`src/rtl/seq_pkg.sv`:
```
// seq_pkg: definitions shared by the "101" serial transmitter slice.
//   seq_state_e   FSM state encoding (IDLE=0, PRE=1, DATA=2).
//   SEQ_PREAMBLE  sync pattern, sent MSB-first as 1,0,1.
//   SEQ_PRE_LEN   number of preamble bits.
//   seq_pre_bit() preamble bit for a given position (0 = first bit sent).
// Build macro: SEQ_TX_PREAMBLE_EN. When it is undefined, the PRE state and
// the preamble constants are not declared.
package seq_pkg;

    typedef enum logic [1:0] {
        IDLE = 2'd0,
`ifdef SEQ_TX_PREAMBLE_EN
        PRE  = 2'd1,
`endif
        DATA = 2'd2
    } seq_state_e;

`ifdef SEQ_TX_PREAMBLE_EN
    localparam logic [2:0]  SEQ_PREAMBLE = 3'b101;
    localparam int unsigned SEQ_PRE_LEN  = 3;

    function automatic logic seq_pre_bit(input logic [1:0] idx);
        return SEQ_PREAMBLE[2'd2 - idx];
    endfunction
`endif

endpackage

```
`src/rtl/seq_piso.sv`:
```
// seq_piso: parallel-load, MSB-first shift register.
//   clk      rising-edge clock
//   rst      synchronous active-high reset (clears the register)
//   i_load   capture i_data (takes priority over i_shift)
//   i_shift  shift left by one and fill the LSB with 0
//   i_data   parallel load word
//   o_msb    current MSB; this is the next bit to be transmitted
module seq_piso #(
    parameter int unsigned WIDTH = 8
) (
    input  logic             clk,
    input  logic             rst,
    input  logic             i_load,
    input  logic             i_shift,
    input  logic [WIDTH-1:0] i_data,
    output logic             o_msb
);

    logic [WIDTH-1:0] r_sh;

    always_ff @(posedge clk) begin
        if (rst) begin
            r_sh <= '0;
        end else if (i_load) begin
            r_sh <= i_data;
        end else if (i_shift) begin
            r_sh <= {r_sh[WIDTH-2:0], 1'b0};
        end
    end

    assign o_msb = r_sh[WIDTH-1];

endmodule

```
`src/rtl/seq_tx_101.sv`:
```
// seq_tx_101: serial frame transmitter for "101" sequence detectors.
// It accepts a word through a valid/ready handshake and sends it MSB-first,
// one bit per clock. When built with the preamble, each frame starts with 1,0,1.
//   WIDTH        payload bits per frame (2..32)
//   clk          rising-edge clock
//   rst          synchronous active-high reset; aborts any frame in flight
//   in_data      payload word, sampled only on a transfer edge
//   in_valid     in_data is offered
//   in_ready     word accepted this cycle (combinational from state/counter)
//   out          serial bit (registered), 0 whenever out_valid is 0
//   out_valid    out carries a frame bit (registered)
//   frame_start  pulse on the first bit of a frame (registered)
//   frame_done   pulse on the last payload bit (registered)
// Build macro: SEQ_TX_PREAMBLE_EN enables the PRE state and the 1-0-1 preamble.
module seq_tx_101
    import seq_pkg::*;
#(
    parameter int unsigned WIDTH = 8
) (
    input  logic             clk,
    input  logic             rst,
    input  logic [WIDTH-1:0] in_data,
    input  logic             in_valid,
    output logic             in_ready,
    output logic             out,
    output logic             out_valid,
    output logic             frame_start,
    output logic             frame_done
);

    // The counter must also reach the preamble's last index (2), so it is at
    // least 2 bits wide in preamble builds, even for WIDTH=2.
`ifdef SEQ_TX_PREAMBLE_EN
    localparam int unsigned CW = ($clog2(WIDTH) > 2) ? $clog2(WIDTH) : 2;
`else
    localparam int unsigned CW = $clog2(WIDTH);
`endif
    localparam logic [CW-1:0] LAST = CW'(WIDTH - 1);

    seq_state_e       r_state, w_state_nxt;
    logic [CW-1:0]    r_cnt, w_cnt_nxt;
    logic             r_out, w_out_nxt;
    logic             r_valid, w_valid_nxt;
    logic             r_start, w_start_nxt;
    logic             r_done, w_done_nxt;
    logic             w_xfer;
    logic             w_load;
    logic             w_shift;
    logic             w_msb;
    logic [WIDTH-1:0] w_load_data;

    assign in_ready = (r_state == IDLE) || ((r_state == DATA) && (r_cnt == LAST));
    assign w_xfer   = in_valid && in_ready;

    // Without a preamble the MSB goes straight to the output register on the
    // transfer edge, so the shifter is loaded one position ahead.
`ifdef SEQ_TX_PREAMBLE_EN
    assign w_load_data = in_data;
`else
    assign w_load_data = {in_data[WIDTH-2:0], 1'b0};
`endif

    seq_piso #(
        .WIDTH (WIDTH)
    ) u_piso (
        .clk     (clk),
        .rst     (rst),
        .i_load  (w_load),
        .i_shift (w_shift),
        .i_data  (w_load_data),
        .o_msb   (w_msb)
    );

    always_ff @(posedge clk) begin
        if (rst) begin
            r_state <= IDLE;
            r_cnt   <= '0;
            r_out   <= 1'b0;
            r_valid <= 1'b0;
            r_start <= 1'b0;
            r_done  <= 1'b0;
        end else begin
            r_state <= w_state_nxt;
            r_cnt   <= w_cnt_nxt;
            r_out   <= w_out_nxt;
            r_valid <= w_valid_nxt;
            r_start <= w_start_nxt;
            r_done  <= w_done_nxt;
        end
    end

    // r_cnt indexes the bit currently on out within the current state.
    always_comb begin
        w_state_nxt = r_state;
        w_cnt_nxt   = r_cnt;
        w_out_nxt   = 1'b0;
        w_valid_nxt = 1'b0;
        w_start_nxt = 1'b0;
        w_done_nxt  = 1'b0;
        w_load      = 1'b0;
        w_shift     = 1'b0;

        case (r_state)
            IDLE: begin
            end
`ifdef SEQ_TX_PREAMBLE_EN
            PRE: begin
                w_valid_nxt = 1'b1;
                if (r_cnt == CW'(SEQ_PRE_LEN - 1)) begin
                    w_state_nxt = DATA;
                    w_cnt_nxt   = '0;
                    w_out_nxt   = w_msb;
                    w_shift     = 1'b1;
                end else begin
                    w_cnt_nxt = r_cnt + CW'(1);
                    w_out_nxt = seq_pre_bit(r_cnt[1:0] + 2'd1);
                end
            end
`endif
            DATA: begin
                if (r_cnt == LAST) begin
                    w_state_nxt = IDLE;
                    w_cnt_nxt   = '0;
                end else begin
                    w_valid_nxt = 1'b1;
                    w_cnt_nxt   = r_cnt + CW'(1);
                    w_out_nxt   = w_msb;
                    w_shift     = 1'b1;
                    w_done_nxt  = (r_cnt == LAST - CW'(1));
                end
            end
            default: begin
                w_state_nxt = IDLE;
                w_cnt_nxt   = '0;
            end
        endcase

        // A transfer only happens in IDLE or on the last payload bit. Handling
        // it here covers both the idle start and the back-to-back reload.
        if (w_xfer) begin
            w_load      = 1'b1;
            w_shift     = 1'b0;
            w_cnt_nxt   = '0;
            w_valid_nxt = 1'b1;
            w_start_nxt = 1'b1;
            w_done_nxt  = 1'b0;
`ifdef SEQ_TX_PREAMBLE_EN
            w_state_nxt = PRE;
            w_out_nxt   = seq_pre_bit(2'd0);
`else
            w_state_nxt = DATA;
            w_out_nxt   = in_data[WIDTH-1];
`endif
        end
    end

    assign out         = r_out;
    assign out_valid   = r_valid;
    assign frame_start = r_start;
    assign frame_done  = r_done;

endmodule

```
`config.mk`:
```
export PLATFORM = sky130hd
export DESIGN_NAME = seq_tx_101
export DESIGN_NICKNAME = d
export VERILOG_FILES = /design/src/rtl/seq_pkg.sv /design/src/rtl/seq_piso.sv /design/src/rtl/seq_tx_101.sv
export SDC_FILE = /design/constraint.sdc
export NUM_CORES = 1
export LEC_CHECK = 0
export CORE_MARGIN = 2
export CORE_UTILIZATION = 35
export CTS_BUF_LIST = sky130_fd_sc_hd__clkbuf_4 sky130_fd_sc_hd__clkbuf_8 sky130_fd_sc_hd__clkbuf_16
export CTS_CLUSTER_SIZE = 20
export DETAILED_ROUTE_END_ITERATION = 12
export GPL_TIMING_DRIVEN = 0
export HOLD_SLACK_MARGIN = 0.1
export PLACE_DENSITY = 0.65
export SYNTH_ARGS = -nofsm -noshare
export SYNTH_HDL_FRONTEND = slang
export SYNTH_SLANG_ARGS = --single-unit
```
`constraint.sdc`:
```
create_clock -name clk -period 2.07 [get_ports clk]
set_input_delay 0.414 -clock clk [delete_from_list [all_inputs] [get_ports clk]]
set_output_delay 0.414 -clock clk [all_outputs]
set_load 0.01 [all_outputs]
```
# [After elaboration in Yosys (flattened, before gate mapping)]
# Cells that the tools add are included.
[totals] register_bits=16 latchBits=0 mem_bits_rw=0 rom_bits=0 word_cells=41 mem_count=0
[op_classes] n_addsub=1 multipliers=0 div=0 order_cmp=0 eq_ne=6 n_shift=0 muxes=15 bitwise_logic=2 n_reduce_logical=9
[ops] op="$mux 8" count=2
[ops] op="$mux 1" count=8
[ops] op="$eq 3x3->1 const B" count=2
[ops] op="$pmux 3 s2" count=1
[ops] op="$mux 2" count=2
[ops] op="$pmux 2 s2" count=1
[ops] op="$reduce_and 2->1" count=2
[ops] op="$reduce_or 4->1" count=1
[ops] op="$add 3x1->3 const B" count=1
[ops] op="$mux 3" count=1
[ops] op="$ne 3x2->1 const B" count=1
[ops] op="$eq 2x2->1 const B" count=1
[ops] op="$logic_and 1x1->1" count=2
[ops] op="$logic_not 2->1" count=1
[ops] op="$ne 2x1->1 const B" count=1
[ops] op="$ne 2x2->1 const B" count=1
[ops] op="$not 1->1" count=2
[ops] op="$reduce_bool 2->1" count=1
[ops] op="$reduce_or 2->1" count=1
[ops] op="$logic_or 1x1->1" count=1

# [Longest topological paths before layout]
# Gate-level depths: netlist of the first run.
[logic_depth] word_depth=7 ltp_mapped=7 ltp_nobuf=6

# [Hierarchy]
# Synthesis of the first run repeated with hierarchy kept, for this count alone.
[hier_totals] hier_cells=74 area_unflattened_um2=714.4
[by_module_without_submodules] mod="seq_piso" instances=1 cells_each=35 area_each_um2=369.1 seq_area_each_um2=160.2
[by_module_without_submodules] mod="seq_tx_101" instances=1 cells_each=39 area_each_um2=345.3 seq_area_each_um2=160.2

# [Least setup slack after synthesis of the first run]
# OpenSTA, ideal clock, no wires.
[synth_path] path_type="reg-to-output" startpoint="register r_cnt[0]" endpoint="output in_ready" arrival_time_ns=1.156 required_ns=1.656 path_slack_ns=0.500 path_stages_with_launch=6 n_path_buf=1 cell_sequence="dfxtp_1 -> ha_1 -> ha_1 -> and2b_4 -> inv_4 -> buf_12"
[synth_between] elab_chain_cells=3
[synth_lines] element="from (decl)" line="seq_tx_101.sv:41" text="logic [CW-1:0] r_cnt, w_cnt_nxt;"
[synth_lines] element="from (signal assigned)" line="seq_tx_101.sv:84" text="r_cnt <= w_cnt_nxt;"
[synth_lines] element="$eq 3x3->1" line="seq_tx_101.sv:52" text="assign in_ready = (r_state == IDLE) || ((r_state == DATA) && (r_cnt == LAST));"
[synth_lines] element="$logic_and 1x1->1" line="seq_tx_101.sv:52"
[synth_lines] element="$logic_or 1x1->1" line="seq_tx_101.sv:52"
[synth_lines] element="to (decl)" line="seq_tx_101.sv:24" text="output logic in_ready,"
# Every way passes these cells.

# [Final worst setup path of the first run]
# Ends and elaborated chain as after synthesis.

==> metrics, run 1 <==
status=finished, final reports clean; Vias=512; RSZ-0062 raised after global routing=no; Flop pwr share=0.526; Clock transition at path regs=90 ps; Initial Utilization=0.361; register area share after synthesis=0.438; first-pass GRT wire length=1650 um; drt drc=0; core area=1900 sq um; Synth Area per Inst=10.5 sq um; TritonCTS buffer count=3; Worst path max stage delay=340 ps; number of detailed-route iterations in the first pass=3; drt wl/cell=10.4 um; Synthesized Nets=79; Power Density=663 nW/um^2; final worst-path cycle share=0.959; fraction of final layout cells sized beyond drive strength 1=0.306; Congestion Overflow GR=0; CP bufs+invs=3; fin nets=100; fin. max-slew vios=0; Area growth syn-to-layout=32.3%; pin count of the biggest net entering global routing=11; count of state elements after synthesis=15; HP Start=u_piso.r_sh[7]$_SDFFE_PP0P_; slew at the pin with the worst max-slew slack=285 ps; cell mode on critical path=ha_2; crit path DAT=1570 ps; n_diodes=0; maximum vdd ir drop=0.537 mV; Critical Path RT=1660 ps; crit end category=output port; Max Cap Violations=0; placed cells=106; Root Buffer=clkbuf_4; EDFF count, synth=0; Synth Warn #=0; Async SR Flop Fraction=0; most common cell in the netlist=dfxtp_1; die area=2330 sq um; Leak=0.361 nW; Switching Share=0.246; CP top delay family=adder cells; maximum clock frequency=0.504 GHz; fin crit period=1980 ps; Die Ht=48.3 um; non-filler cells, final=112; final WL=1170 um; Synth area leaders=dfxtp_1 (44%), a211oi_2 (11%), mux2i_1 (10%), nor2_1 (7.1%), ha_1 (5.5%); Post-Synthesis Cell Area=686 sq um; gpl congestion=0.688; Slowest-stage cell, CP=dfxtp_2; Top FF cell, synth=dfxtp_1; Vias/cell=4.57; Worst slew margin=0.809; CTS max path bufs=2; synth unique cells=21; Detail Route Antenna Nets=0; DP Wirelength=811 um; Setup Skew=2.24 ps; Iter 0 DRT Violations=1; Int Power=0.000454 W; IO Count=16; CTS sink count=15; row cnt=16; Synth area leader=dfxtp_1; CTS H-tree depth=1; Setup-failing EPs final=0; Final Hold Viols=0; Comb pwr share=0.175; Crit Path Category=flip-flop to output port; crit-path cells=ha_2 > ha_2 > and2b_4 > inv_4 > buf_12 > buf_2; Synth top area share=0.438; RR Startpoint=r_cnt[1]$_SDFFE_PP0P_; clk_lat worst skew=280 ps; NetSw=0.000148 W; worst hold slack=464 ps; Critical path origin=r_cnt[0]$_SDFFE_PP0P_; initial antenna violation count=0; Setup crit start kind=flip-flop; top cells by instance count after synthesis=dfxtp_1 (15), nor2_1 (13), mux2i_1 (7), a211oi_2 (6); maximum fanout along the worst path=10; IO Port Bufs=14; Die Width=48.3 um; vias in the first global route=395; global-route usage over all layers=0.106; Worst Hold Class=flip-flop to flip-flop; CTS tree=built; Synth Instances=65; clock share of power=0.299
## placed cells by master, fill, tap and decap left out, types with 2 or more instances in the layout
cell,synthesis,routed
inv_1,2,2
ha_2,0,2
nor2_1,13,13
a21oi_1,2,2
clkbuf_4,0,4
mux2i_1,7,7
buf_4,1,3
dfxtp_1,15,13
dfxtp_2,0,2
a211oi_2,6,6
clkdlybuf4s50_1,0,13
nor3b_1,2,2
buf_2,1,2
nand2_1,3,3
## cells by family after synthesis
group           count (synthesis)  share of synthesized area
mux                             7                      0.102
simple gates                   23                      0.170
fa+ha+maj                       3                     0.0548
buf+inv                         7                     0.0839
compound gates                 10                      0.151
flops                          15                      0.438
## metrics by stage
stage | power (W) | setup TNS, ps | setup slack [ps] | cell area (sq um) | util
after floorplan | 0.000388 | 0 | 500 | 686 | -
after global placement | 0.000426 | -44.4 | -44.4 | 860 | 0.452
after detailed placement | 0.000427 | -64.0 | -64.0 | 860 | 0.452
after CTS | 0.000610 | 0 | 51.2 | 903 | 0.475
after global routing | 0.000633 | 0 | 6.67 | 907 | 0.477
final | 0.000602 | 0 | 85.8 | 907 | 0.477
## power groups by stage
| stage | Sequential, W | Combinational (W) | Clock (W) |
|---|---|---|---|
| after floorplan | 0.000323 | 0.0000649 | 0 |
| after global placement | 0.000323 | 0.000103 | 0 |
| after detailed placement | 0.000323 | 0.000104 | 0 |
| after CTS | 0.000316 | 0.000107 | 0.000187 |
| after global routing | 0.000318 | 0.000115 | 0.000200 |
| final | 0.000316 | 0.000105 | 0.000180 |
## cell type report
type | count | area, sq um
Sequential cell | 15 | 303
Multi-Input combinational cell | 43 | 333
Buffer | 4 | 43.8
Clock buffer | 4 | 30.0
Fill cell | 194 | 995
Timing Repair Buffer | 16 | 150
Tap cell | 27 | 33.8
Inverter | 3 | 13.8
## worst reg2reg max path: cells and delay by family (launching register included)
| family | cells | cell delay, ps |
|---|---|---|
| DFF | 1 | 350 |
| and+or+nand+nor | 2 | 240 |
| adders and majority gates | 2 | 340 |
| buffers and inverters | 2 | 250 |
| AOI/OAI and AO/OA | 1 | 170 |
## sequential cells by signal (all words and copies together) (netlist names)
| signal | cells |
|---|---|
| r_cnt | 3 |
| frame_start | 1 |
| out | 1 |
| r_state | 1 |
| frame_done | 1 |
| u_piso.r_sh | 7 |
| out_valid | 1 |
## routing by layer
metal	GRT usage	vias up	share of wire
met2	0.174	11	0.48
met3	0.0667	0	0.072
met1	0.120	238	0.45
li1	-	263	-
met4	0.0162	0	0
met5	0	-	0
## repair_timing
action | 4_1_cts | 5_1_grt
resized for setup | 6 | 2
hold buffers | 0 | 0
setup buffers | 2 | 0
endpoints found under the setup margin | 1 | 1
hold endpoints to repair | 0 | 0
## final timing paths
path / to / slack (ps) / depth (start not counted)
hold reg to reg: out$_SDFF_PP0_ / 460 / 2
setup reg to reg: u_piso.r_sh[6]$_SDFFE_PP0P_ / 650 / 7
setup / recovery: in_ready / 90 / 6
hold / removal: out$_SDFF_PP0_ / 460 / 2
Note: power is estimated with default switching activity, not from simulation.
==> run 2: changes to the inputs <==
Settings changed: REMOVE_ABC_BUFFERS from default to 1.
==> metrics, run 2 (synthesized netlist as in run 1, its figures left out) <==
fin. max-slew vios=0 (unchanged); worst setup slack after layout=125 ps (+39.7 ps); Final Hold Viols=0 (unchanged); Max Cap Violations=0 (unchanged); RSZ-0062 raised after global routing=no; NetSw=0.000150 W (+1.1%); Power Density=674 nW/um^2 (+1.6%); hold_buf cts=0 (unchanged); Vias=487 (-4.9%); fin nets=96 (-4.0%); worst hold slack=463 ps (-1.55 ps); global-route usage over all layers=0.110 (+0.00379); Biggest register=u_piso.r_sh; final WL=1160 um (-0.26%); CTS max path bufs=2 (unchanged); Clock transition at path regs=90 ps (about the same); first-pass GRT wire length=1730 um (+5.0%); IO Port Bufs=15 (+1); R2R setup slack=640 ps (about the same); commonest non-fill, non-tap cell in the layout=dfxtp_1; number of detailed-route iterations in the first pass=4 (+1); Crit Path Category=flip-flop to output port; maximum clock frequency=0.514 GHz (+2.0%); vias in the first global route=415 (+5.1%); crit end category=output port; Vias/cell=4.51 (-1.4%); slew at the pin with the worst max-slew slack=706 ps (+421 ps); pin count of the biggest net entering global routing=17 (+6); Root Buffer=clkbuf_4; Die Ht=48.3 um (unchanged); gpl congestion=0.672 (-2.2%); most frequent cells in the layout=dfxtp_1 (15), clkdlybuf4s50_1 (14), nor2_1 (13), mux2i_1 (7), a211oi_2 (6); initial antenna violation count=0 (unchanged); CTS tree=built; Worst Hold Class=flip-flop to flip-flop; Worst slew margin=0.528 (-0.281); Comb pwr share=0.165 (-0.010); cell mode on critical path=ha_1; Setup crit start kind=flip-flop; drt wl/cell=10.8 um (+3.4%); status=finished, final reports clean; drt drc=0 (unchanged); clock share of power=0.287 (-0.012); die area=2330 sq um (unchanged); final worst-path cycle share=0.939 (-0.0192); Worst path max stage delay=340 ps (about the same); Core Util, Final=0.451 (-0.0257); Iter 0 DRT Violations=5 (+4); hold path depth=2 (unchanged); Die Width=48.3 um (unchanged); fin crit period=1940 ps (-39.7 ps); Int Power=0.000429 W (-5.4%); fraction of final layout cells sized beyond drive strength 1=0.210 (-0.0960); crit path DAT=1530 ps (-40 ps); row cnt=16 (unchanged); Detail Route Antenna Nets=0 (unchanged); clk_lat worst skew=280 ps (about the same); Initial Utilization=0.361 (unchanged); Flop pwr share=0.548 (+0.022); maximum vdd ir drop=0.364 mV (-32%); IO Count=16 (unchanged); Switching Share=0.258 (+0.0126); Leak=0.341 nW (-5.7%); Area growth syn-to-layout=25.2%; Slowest-stage cell, CP=dfxtp_1; CTS sink count=15 (unchanged); Congestion Overflow GR=0 (unchanged); n_diodes=0 (unchanged); Largest register FFs=7 (unchanged); Top Registers=u_piso.r_sh (7), r_cnt (3); Setup Skew=1.70 ps (-0.543 ps); crit-path cells=ha_1 > ha_1 > and2b_4 > inv_6 > clkbuf_2; Register-to-Register Path Depth=6 (-1); TritonCTS buffer count=3 (unchanged); Critical Path RT=1660 ps (about the same); CTS H-tree depth=1 (unchanged); core area=1900 sq um (unchanged); maximum fanout along the worst path=16 (+6); Setup-failing EPs final=0 (unchanged); total power=0.000579 W (-3.8%); DP Worst Slack=-21.5 ps (+42.5 ps)
-- run 2: changes by cell type in the layout (fill, tap and decap cells not counted), moves of 2 or more --
cell	before	now
buf_2	2	0
buf_4	3	1
dfxtp_1	13	15
dfxtp_2	2	0
ha_1	1	3
ha_2	2	0
-- run 2: stage by stage --
stage               instances  cell area, sq um  setup TNS, ps
floorplan                  61               642              0
global placement          103               826              0
detailed placement        103               826          -21.5
CTS                       108               863              0
global route              108               858              0
finish                    108               858              0
-- run 2: final timing paths --
kind                               start                          end
max                r_cnt[0]$_SDFFE_PP0P_                     in_ready
min          u_piso.r_sh[7]$_SDFFE_PP0P_               out$_SDFF_PP0_
max reg2reg        r_cnt[0]$_SDFFE_PP0P_  u_piso.r_sh[3]$_SDFFE_PP0P_
min reg2reg  u_piso.r_sh[7]$_SDFFE_PP0P_               out$_SDFF_PP0_
-- run 2: repair_timing --
action,CTS,global route
gates cloned,0,0
setup buffers,1,0
gates resized for setup,3,1
endpoints found under the setup margin,1,1
-- run 2: worst max-delay path, delay by kind of cell (launching register included) --
family	cells	cell delay, ps
adders and majority gates	2	410
DFF	1	340
and+or+nand+nor	1	280
buffers and inverters	2	210
-- run 2: power by group through the flow --
stage	registers, W	logic [W]	clock network, W
6_report	0.000317	0.0000956	0.000166
4_1_cts	0.000317	0.0000973	0.000173
5_1_grt	0.000319	0.000105	0.000183
2_1_floorplan	0.000323	0.0000484	0
3_3_place_gp	0.000323	0.0000934	0
3_5_place_dp	0.000324	0.0000949	0
-- run 2: per-layer routing --
metal | wire [um] | global-route usage | share of wire | vias up
li1 | - | - | - | 255
met1 | 570 | 0.147 | 0.49 | 221
met2 | 529 | 0.163 | 0.46 | 11
met3 | 61 | 0.0556 | 0.052 | 0
met4 | 0 | 0.0162 | 0 | 0
met5 | 0 | 0 | 0 | -
-- run 2: area by class of cell --
cell class                 instances  area [sq um]
clock inverter                     1          5.00
fill                             203          1040
tap                               27          33.8
sequential                        15           300
inverter                           3          16.3
timing repair buffer              16           153
multi-input combinational         43           328
clock buffer                       3          22.5
